<file path="src/rtl/sub_serial.sv">
// ----------------------------------------------------------------------------
// sub_serial -- multi-cycle N-bit subtractor (diff = a - b - bin)
//
// The subtract is done W bits per clock on a narrow slice datapath using
// a_slice + ~b_slice + carry, where carry = ~borrow. An accepted operation
// takes S = N/W RUN cycles. The result and the flags are registered and
// change only when the last slice completes.
//
// Ports:
//   clk    in   system clock, rising edge
//   rst_n  in   asynchronous active-low reset
//   start  in   operation request, sampled only while busy = 0
//   a      in   [N-1:0] minuend, sampled on the accepting edge
//   b      in   [N-1:0] subtrahend, sampled on the accepting edge
//   bin    in   borrow-in, sampled on the accepting edge
//   busy   out  high while an operation is in progress
//   done   out  one-cycle pulse; the result is valid from this cycle
//   diff   out  [N-1:0] (a - b - bin) mod 2^N
//   bout   out  borrow-out (unsigned a < b + bin)
//   zero   out  diff == 0
//   neg    out  diff[N-1]
//   ovf    out  signed overflow of the subtraction
// ----------------------------------------------------------------------------
module sub_serial #(
  parameter int N = 8,
  parameter int W = 4
) (
  input  logic         clk,
  input  logic         rst_n,
  input  logic         start,
  input  logic [N-1:0] a,
  input  logic [N-1:0] b,
  input  logic         bin,
  output logic         busy,
  output logic         done,
  output logic [N-1:0] diff,
  output logic         bout,
  output logic         zero,
  output logic         neg,
  output logic         ovf
);

  localparam int S  = N / W;
  localparam int KW = (S > 1) ? $clog2(S) : 1;

  generate
    if ((W < 1) || (N % W != 0)) begin : g_bad_params
      $error("sub_serial: N must be a positive multiple of W");
    end
  endgenerate

  typedef enum logic {
    IDLE = 1'b0,
    RUN  = 1'b1
  } state_t;

  state_t         state;
  logic [N-1:0]   a_q;
  logic [N-1:0]   b_q;
  logic [N-1:0]   work_diff;
  logic           borrow;
  logic [KW-1:0]  k;

  logic [W:0]     slice_sum;
  logic [N-1:0]   next_diff;
  logic           last_slice;

  // Slice adder. The top bit of slice_sum is the carry-out; borrow is its
  // complement, so borrow crosses slice boundaries just like a full-width
  // subtract.
  // NOTE: every always_comb output is given a default first, so no path can
  // leave a signal unassigned and infer a latch.
  always_comb begin
    slice_sum  = '0;
    next_diff  = work_diff;
    last_slice = (k == KW'(S - 1));
    slice_sum  = {1'b0, a_q[int'(k)*W +: W]}
               + {1'b0, ~b_q[int'(k)*W +: W]}
               + {{W{1'b0}}, ~borrow};
    next_diff[int'(k)*W +: W] = slice_sum[W-1:0];
  end

  // NOTE: all state here is sequential and uses non-blocking assignments, so
  // every register sees the pre-edge values of the others.
  always_ff @(posedge clk or negedge rst_n) begin
    if (!rst_n) begin
      state     <= IDLE;
      a_q       <= '0;
      b_q       <= '0;
      work_diff <= '0;
      borrow    <= 1'b0;
      k         <= '0;
      busy      <= 1'b0;
      done      <= 1'b0;
      diff      <= '0;
      bout      <= 1'b0;
      zero      <= 1'b0;
      neg       <= 1'b0;
      ovf       <= 1'b0;
    end else begin
      done <= 1'b0;
      case (state)
        IDLE: begin
          if (start) begin
            a_q       <= a;
            b_q       <= b;
            borrow    <= bin;
            work_diff <= '0;
            k         <= '0;
            busy      <= 1'b1;
            state     <= RUN;
          end
        end
        RUN: begin
          work_diff <= next_diff;
          borrow    <= ~slice_sum[W];
          if (last_slice) begin
            // Publish the result and all flags together from the final slice.
            diff  <= next_diff;
            bout  <= ~slice_sum[W];
            zero  <= (next_diff == '0);
            neg   <= next_diff[N-1];
            ovf   <= (a_q[N-1] != b_q[N-1]) && (next_diff[N-1] != a_q[N-1]);
            busy  <= 1'b0;
            done  <= 1'b1;
            state <= IDLE;
          end else begin
            k <= k + 1'b1;
          end
        end
        default: state <= IDLE;
      endcase
    end
  end

endmodule

</file>
<file path="config.mk">
export PLATFORM = sky130hd
export DESIGN_NAME = sub_serial
export DESIGN_NICKNAME = d
export VERILOG_FILES = /design/src/rtl/sub_serial.sv
export SDC_FILE = /design/constraint.sdc
export NUM_CORES = 1
export LEC_CHECK = 0
export CAP_MARGIN = 40
export CELL_PAD_IN_SITES_DETAIL_PLACEMENT = 1
export CELL_PAD_IN_SITES_GLOBAL_PLACEMENT = 1
export CORE_MARGIN = 2
export CORE_UTILIZATION = 39
export DETAILED_ROUTE_END_ITERATION = 6
export HOLD_SLACK_MARGIN = 0.03
export PLACE_DENSITY_LB_ADDON = 0.1
export SLEW_MARGIN = 5
export SYNTH_ARGS = -nofsm -noshare
export SYNTH_HDL_FRONTEND = slang
export SYNTH_SLANG_ARGS = --single-unit
</file>
<file path="constraint.sdc">
create_clock -name clk -period 4.6 [get_ports clk]
set_input_delay 0.92 -clock clk [delete_from_list [all_inputs] [get_ports clk]]
set_output_delay 0.92 -clock clk [all_outputs]
set_load 0.03 [all_outputs]
</file>
Yosys cells after proc, flatten, opt, wreduce, memory -nomap -nowiden
Cells that the tools add are included.
- logic and storage cells: 50
- bits in latches: 0
- memory bits (read-only): 0
- memories kept: 0
- bits of input ports: 20
- output and inout port bits: 14
- memory bits (writable): 0
- bits in registers: 41
- reductions and logical operators: 5
- equal/unequal tests: 4
- $mul: 0
- divide/modulo/power cells: 0
- $add $sub $neg: 4
- shift operators: 4
- order comparisons: 0
- multiplexer cells: 16
- bitwise logic cells: 4
- operator list (kind ; number):
    $neg 3->33 ; 1
    $shift 4x33->8 const A ; 1
    $shiftx 4x33->8 ; 1
    $pmux 8 s2 ; 1
    $shiftx 8x4->4 ; 2
    $mux 1 ; 9
    $bwmux 8 ; 1
    $logic_not 8->1 ; 1
    $mux 8 ; 1
    $pmux 1 s2 ; 4
    $reduce_and 2->1 ; 3
    $add 4x4->5 ; 1
    $add 5x1->5 ; 1
    $not 4->4 ; 1
    $not 1->1 ; 3
    $ne 1x1->1 ; 2
    $ne 2x1->1 const B ; 1
    $ne 2x2->1 const B ; 1
    $add 1x1->1 const B ; 1
    $logic_and 1x1->1 ; 1

Depth between registers and ports, before layout
Gate-level depths: netlist (run 1).
- depth in word-level cells: 8
- mapped depth: 9
- gate-level depth less buffers: 8

Least setup slack after synthesis (run 1)
Ideal clock, no wire load.
- path type: flip-flop to flip-flop
- from: reg k
- to: reg work_diff[1]
- period minus slack after synthesis: 2382 ps
- data required time: 4474 ps
- slack: 2218 ps
- path buffers: 1
- cell stages (with the launch flop): 9
- arrival: 2256 ps
- setup time: 126 ps
- cell sequence: dfrtp_1 buf_4 mux2_2 fa_1 inv_1 fa_1 mux2_2 nand2_1 o21ai_0
- cells in the longest elaborated chain, start to end: 7
- elaborated cells between the ends (all ways): 10
- classes of those cells: add/sub (3); shift (4); mux (2); bitwise (1)
- ends and longest elaborated chain (element ; RTL line ; RTL):
    from (decl) ; 62 ; logic [KW-1:0] k;
    from (signal assigned) ; 128 ; k <= k + 1'b1;
    $shiftx 8x4->4 ; 78 ; + {1'b0, ~b_q[int'(k)*W +: W]}
    $not 4->4 ; 78 ;
    $add 4x4->5 ; 78 ;
    $add 5x1->5 ; 79 ; + {{W{1'b0}}, ~borrow};
    $shiftx 4x33->8 ; 80 ; next_diff[int'(k)*W +: W] = slice_sum[W-1:0];
    $bwmux 8 (*) ; 80 ;
    $pmux 8 s2 (*) ; 102 ; case (state)
    to (signal assigned) ; 115 ; work_diff <= next_diff;
    to (decl) ; 60 ; logic [N-1:0] work_diff;
Mark *: on every way between the ends. The rest lies on a longest branch, timed or not.
A chain may end at the register's enable or synchronous reset.

Final worst setup path (run 1)
Ends and elaborated chain as after synthesis.

==> results of run 1 <==
## metal layers
| layer | share of wire | global-route usage |
|---|---|---|
| met1 | 0.43 | 0.183 |
| met3 | 0.048 | 0.0447 |
| met2 | 0.50 | 0.260 |
| met5 | 0 | 0 |
| met4 | 0.019 | 0.0769 |
## synth_stat cells (2+ instances only)
library cell / instances
buf_6: 3
nand2b_1: 2
fa_1: 2
mux2_2: 21
inv_1: 4
nand4b_1: 2
o21ai_0: 7
dfrtp_1: 36
nor2_1: 3
nor4_1: 2
a22o_1: 2
a21o_1: 3
xor2_1: 2
nand3b_1: 3
ha_1: 3
mux2i_1: 5
buf_4: 3
a21oi_1: 3
nand2_1: 25
## metrics by stage
stage	area [um2]	hold WS, ns	worst slack (ns)
global placement	2040	0.458	2.06
finish	2130	0.484	1.97
detailed placement	2040	0.470	1.92
floorplan	1700	0.459	2.22
global route	2130	0.518	1.84
CTS	2130	0.487	1.93
## critical path: cells and delay by family, from the launching register on
family	cells	cell delay, ns
AND/OR/NAND/NOR	1	0.07
flip-flops	1	0.74
multiplexers	2	0.72
AO/OA/AOI/OAI	1	0.08
buffers and inverters	1	0.08
adder cells (fa/ha/maj)	2	0.83
## power breakdown
group	leakage [nW]	internal [W]	switching (W)
clock network	0.0503	0.000133	0.000108
logic	0.470	0.000435	0.000502
registers	0.441	0.000465	0.000125
total	0.961	0.00103	0.000735
## state kept, by name, summed over array words and instances (netlist names)
name       count
a_q            8
b_q            8
borrow         1
bout           1
busy           1
diff           8
done           1
k              1
ovf            1
state          1
work_diff      4
zero           1
## final timing paths
path / start / slack [ns] / end / depth (start not counted)
min in group asynchronous: rst_n / 1.05 / work_diff[0] / 2
max reg2reg: k / 1.97 / work_diff[1] / 7
min reg2reg: diff[1] / 0.48 / diff[1] / 2
max in group asynchronous: rst_n / 3.21 / a_q[2] / 2
max: k / 1.97 / work_diff[1] / 7
min: diff[1] / 0.48 / diff[1] / 2
## cell families (layout without fill, tap and decap cells)
family,after synthesis,in the layout,share of synthesized area
simple gates,42,42,0.128
fa+ha+maj,5,5,0.0457
flops,36,36,0.531
mux,27,27,0.176
buf+inv,12,46,0.0465
compound gates,16,16,0.0627
xor+xnor,2,2,0.0103
## cell type report
cell class | count | area (um2) | area share
clock buffer | 7 | 96.3 | 0.0452
inverter | 5 | 18.8 | 0.00880
multi-input combinational | 92 | 717 | 0.336
sequential | 36 | 901 | 0.422
tap | 50 | 62.6 | 0.0293
timing repair buffer | 34 | 338 | 0.158
==> impl_metrics.py, run 1 <==
metrics = {
    "synthesis": {
        "yosys.area.top_type": "dfrtp_1",
        "syn_area_um2": 1700,
        "synth_edf_count": 0,
        "yosysSeqAreaShare": 0.531,
        "syn_nets": 165,
        "yosysTopAreaCellShare": 0.531,
        "synth_cell_type_count": 28,
        "ys.flop_type": "dfrtp_1",
        "syn-instance-count": 140,
        "syn-mean-instance-area_um2": 12.1,
        "yosys-top-cells-area": "dfrtp_1 53%, mux2_2 14%, nand2_1 5.5%, mux2i_1 2.9%, fa_1 2.4%",
        "synth-async-reset-ratio": 1.00,
        "yosys_warnings": 0,
        "synth_seq_cells": 36,
    },
    "die": {
        "die_height_um": 70.0,
        "start_util": 0.415,
        "io_pins": 34,
        "coreArea_um2": 4090,
        "die_w_um": 70.0,
        "die_area_um2": 4890,
        "rows": 23,
    },
    "layout": {
        "num-nets-final": 199,
        "final_cell_mix": "36 x dfrtp_1, 33 x clkdlybuf4s50_1, 25 x nand2_1, 21 x mux2_2",
        "finalCoreUtilization": 0.522,
        "fillers": 429,
        "fin_cells": 224,
        "diodes": 0,
        "layout_commonest_cell": "dfrtp_1",
        "drive_above_1_share": 0.195,
        "syn2layout_area_growth_pct": 25.7,
    },
    "critical_path": {
        "cp_max_fo": 14,
        "worstSetupPathType": "reg2reg",
        "start_kind": "flop",
        "worstPathRequired_ns": 4.77,
        "arrival_ns": 2.80,
        "cp_slowest_cell": "dfrtp_1",
        "crit_path_end_kind": "flop",
        "critical_path.cell_chain": "mux2_2 > fa_1 > inv_1 > fa_1 > mux2_2 > nand2_1 > o21ai_0",
        "cpPeakStageDelay_ns": 0.74,
    },
    "timing": {
        "max_slew.worst_pin.slew_ns": 0.621,
        "finalSetupViolCount": 0,
        "fmax_mhz": 381,
        "finClkSkew_ns": 0.00665,
        "post-route-min-period_ns": 2.63,
        "finalHoldViolations": 0,
        "tns_ns": 0,
        "fin_crit_sh": 0.571,
        "rsz0062_at_grt": "no",
        "finalMaxSlewViolations": 0,
        "slew_headroom": 0.586,
    },
    "pwr": {
        "peakVddDrop_v": 0.000350,
        "p_leak_nw": 0.961,
        "power_w": 0.00177,
        "power_density_nw_per_um2": 829,
    },
    "route": {
        "route.detailed.drc": 0,
        "num_vias": 1119,
        "wl_per_cell_um": 14.9,
        "wl_um": 3340,
        "detail-route-antenna-nets": 0,
        "via_per_inst": 5.00,
        "firstDrtPassIters": 4,
        "drt_iter0_markers": 46,
    },
    "hold_path": {
        "hold_path.class": "reg2reg",
    },
    "job": {
        "max_cap_viol_count": 0,
    },
    "status": {
        "status": "completed",
    },
    "grt": {
        "grt_pass1_vias": 1216,
        "grt_usage": 0.156,
        "antenna_found_initial": 0,
        "grt-ovfl-total": 0,
        "grt_pass1_wl_um": 5910,
        "grt_max_degree": 37,
    },
    "clock_network": {
        "cts_root_buf": "clkbuf_8",
        "htree_levels": 2,
        "hold_buffers": 0,
        "cts_setup_buffers": 0,
        "cts_tree": "yes",
        "cts_sinks": 36,
        "ctsResizeCount": 0,
        "insertion_delay_ns": 0.29,
        "cts_buffers": 5,
        "clk_pin_slew_ns": 0.07,
        "clockBufferDepth": 2,
    },
    "placed_design": {
        "io_buffer_count": 33,
        "placedCellCount": 217,
        "place.gp.congestion": 0.738,
        "dpl.hpwl_um": 2510,
    },
}
Power figures use the tool's default switching activity.
==> inputs of run 2 (changes only) <==
--- a/config.mk
+++ b/config.mk
@@ -9,7 +9,7 @@
 export CELL_PAD_IN_SITES_DETAIL_PLACEMENT = 1
 export CELL_PAD_IN_SITES_GLOBAL_PLACEMENT = 1
 export CORE_MARGIN = 2
-export CORE_UTILIZATION = 39
+export CORE_UTILIZATION = 36
 export DETAILED_ROUTE_END_ITERATION = 6
 export HOLD_SLACK_MARGIN = 0.03
 export PLACE_DENSITY_LB_ADDON = 0.1
==> constraint.sdc (replaced) <==
create_clock -name clk -period 2.4 [get_ports clk]
set_input_delay 0.48 -clock clk [delete_from_list [all_inputs] [get_ports clk]]
set_output_delay 0.48 -clock clk [all_outputs]
set_load 0.03 [all_outputs]
==> impl_metrics.py, run 2 (same netlist as run 1, synthesis figures left out) <==
metrics = {
    "clock_network": {
        "clockBufferDepth": 2,
        "insertion_delay_ns": 0.28,
        "hold_buffers": 0,
        "cts_sinks": 36,
        "cts_buffers": 5,
        "cts_root_buf": "clkbuf_8",
        "cts_tree": "yes",
        "cts_setup_buffers": 0,
        "htree_levels": 2,
        "ctsResizeCount": 0,
        "clk_pin_slew_ns": 0.07,
    },
    "route": {
        "m1WireLength_um": 1540,
        "route.detailed.drc": 0,
        "firstDrtPassIters": 4,
        "dr_wl_met2_um": 1650,
        "drt_iter0_markers": 23,
        "detail-route-antenna-nets": 0,
        "wl_met3_um": 166,
        "num_vias": 1156,
        "wl_um": 3400,
        "highest_layer": "met4",
        "via_per_inst": 5.05,
        "wl_per_cell_um": 14.8,
    },
    "die": {
        "die_w_um": 72.7,
        "rows": 24,
        "die_area_um2": 5280,
        "coreArea_um2": 4440,
        "die_height_um": 72.7,
        "start_util": 0.382,
        "io_pins": 34,
    },
    "critical_path": {
        "cp_slowest_cell": "fa_1",
        "cpPeakStageDelay_ns": 0.45,
        "crit_path_end_kind": "flop",
        "critical_path.cell_chain": "buf_4 > mux2i_1 > fa_1 > inv_1 > fa_1 > mux2_2 > nand2_1 > o21ai_0",
        "arrival_ns": 2.38,
        "worstSetupPathType": "reg2reg",
        "start_kind": "flop",
        "crit_top_cell": "fa_1",
        "worstPathRequired_ns": 2.56,
        "cp_max_fo": 8,
    },
    "job": {
        "max_cap_viol_count": 0,
    },
    "pwr": {
        "peakVddDrop_v": 0.000506,
        "p_seq_frac": 0.324,
        "p_leak_nw": 0.966,
        "power_w": 0.00338,
        "switching_share": 0.422,
        "clkPwrFrac": 0.117,
        "power_density_nw_per_um2": 1580,
        "pwr-share-comb": 0.559,
        "p_switching_w": 0.00142,
        "p_int_w": 0.00195,
    },
    "layout": {
        "diodes": 0,
        "layout_commonest_cell": "dfrtp_1",
        "final_cell_mix": "36 x dfrtp_1, 33 x clkdlybuf4s50_1, 25 x nand2_1, 21 x mux2_2, 7 x o21ai_0",
        "num-nets-final": 202,
        "final_area_um2": 2140,
        "drive_above_1_share": 0.203,
        "largestRegisters": "a_q (8), b_q (8), diff (8)",
        "syn2layout_area_growth_pct": 26.1,
    },
    "timing": {
        "finalSetupViolCount": 0,
        "finalMaxSlewViolations": 0,
        "post-route-min-period_ns": 2.22,
        "slew_headroom": 0.665,
        "finClkSkew_ns": 0.00410,
        "fmax_mhz": 451,
        "fin_crit_sh": 0.924,
        "rsz0062_at_grt": "no",
        "tns_ns": 0,
        "finalHoldViolations": 0,
        "whs_ns": 0.471,
        "max_slew.worst_pin.slew_ns": 0.501,
    },
    "placed_design": {
        "io_buffer_count": 33,
        "place.gp.congestion": 0.776,
        "placed_cell_area_um2": 2060,
        "dpl.hpwl_um": 2520,
    },
    "grt": {
        "grt-ovfl-total": 0,
        "grt_pass1_vias": 1216,
        "grt_pass1_wl_um": 5820,
        "grt_max_degree": 37,
        "antenna_found_initial": 0,
        "grt_usage": 0.145,
    },
    "hold_path": {
        "hold_path.class": "reg2reg",
    },
    "status": {
        "status": "completed",
    },
}
run 2: cell count changes in the layout (fill, tap and decap cells not counted), sizes merged:
cell	delta
buf	+3
clkbuf	-1
clkinv	+1
run 2: critical path: cells and delay by family, from the launching register on:
| family | cells | cell delay, ns |
|---|---|---|
| adder cells (fa/ha/maj) | 2 | 0.87 |
| multiplexers | 2 | 0.43 |
| flip-flops | 1 | 0.40 |
| buffers and inverters | 2 | 0.27 |
| AO/OA/AOI/OAI | 1 | 0.08 |
| AND/OR/NAND/NOR | 1 | 0.06 |
run 2: cell type report:
class	instances	area, um2
fill	472	2300
multi-input combinational	92	717
tap	52	65.1
clock buffer	6	72.6
timing repair buffer	37	360
inverter	5	18.8
sequential	36	901
clock inverter	1	5.00
run 2: final timing paths:
check                        start      endpoint  slack [ns]  depth (start not counted)
min in group asynchronous    rst_n       diff[4]        0.62                          2
min                        diff[1]       diff[1]        0.47                          2
max in group asynchronous    rst_n        a_q[5]        1.45                          2
max                              k  work_diff[1]        0.18                          8
max reg2reg                      k  work_diff[1]        0.18                          8
min reg2reg                diff[1]       diff[1]        0.47                          2
run 2: through the flow:
step           instances  setup WS (ns)  utilization
2_1_floorplan        140         0.0180            -
3_3_place_gp         222          0.261        0.464
3_5_place_dp         222          0.170        0.464
4_1_cts              229          0.165        0.481
5_1_grt              229         0.0303        0.481
6_report             229          0.183        0.481
run 2: power groups by stage:
stage	Sequential [W]	Clock, W	Combinational [W]
6_report	0.00109	0.000396	0.00189
4_1_cts	0.00110	0.000416	0.00192
3_5_place_dp	0.00111	0	0.00191
2_1_floorplan	0.00123	0	0.00123
3_3_place_gp	0.00110	0	0.00184
5_1_grt	0.00113	0.000443	0.00209
run 2: metal layers:
layer  global-route usage  vias to the layer above
li1                     -                      547
met5                    0                        -
met3               0.0290                        5
met4               0.0617                        0
met2                0.237                       32
met1                0.187                      572
==> inputs of run 3 (changes only) <==
--- a/config.mk
+++ b/config.mk
@@ -11,6 +11,7 @@
 export CORE_MARGIN = 2
 export CORE_UTILIZATION = 36
 export DETAILED_ROUTE_END_ITERATION = 6
+export GPL_ROUTABILITY_DRIVEN = 0
 export HOLD_SLACK_MARGIN = 0.03
 export PLACE_DENSITY_LB_ADDON = 0.1
 export SLEW_MARGIN = 5
==> results of run 3 <==
Same layout as run 2: the final DEF is identical, and so are final timing and power.
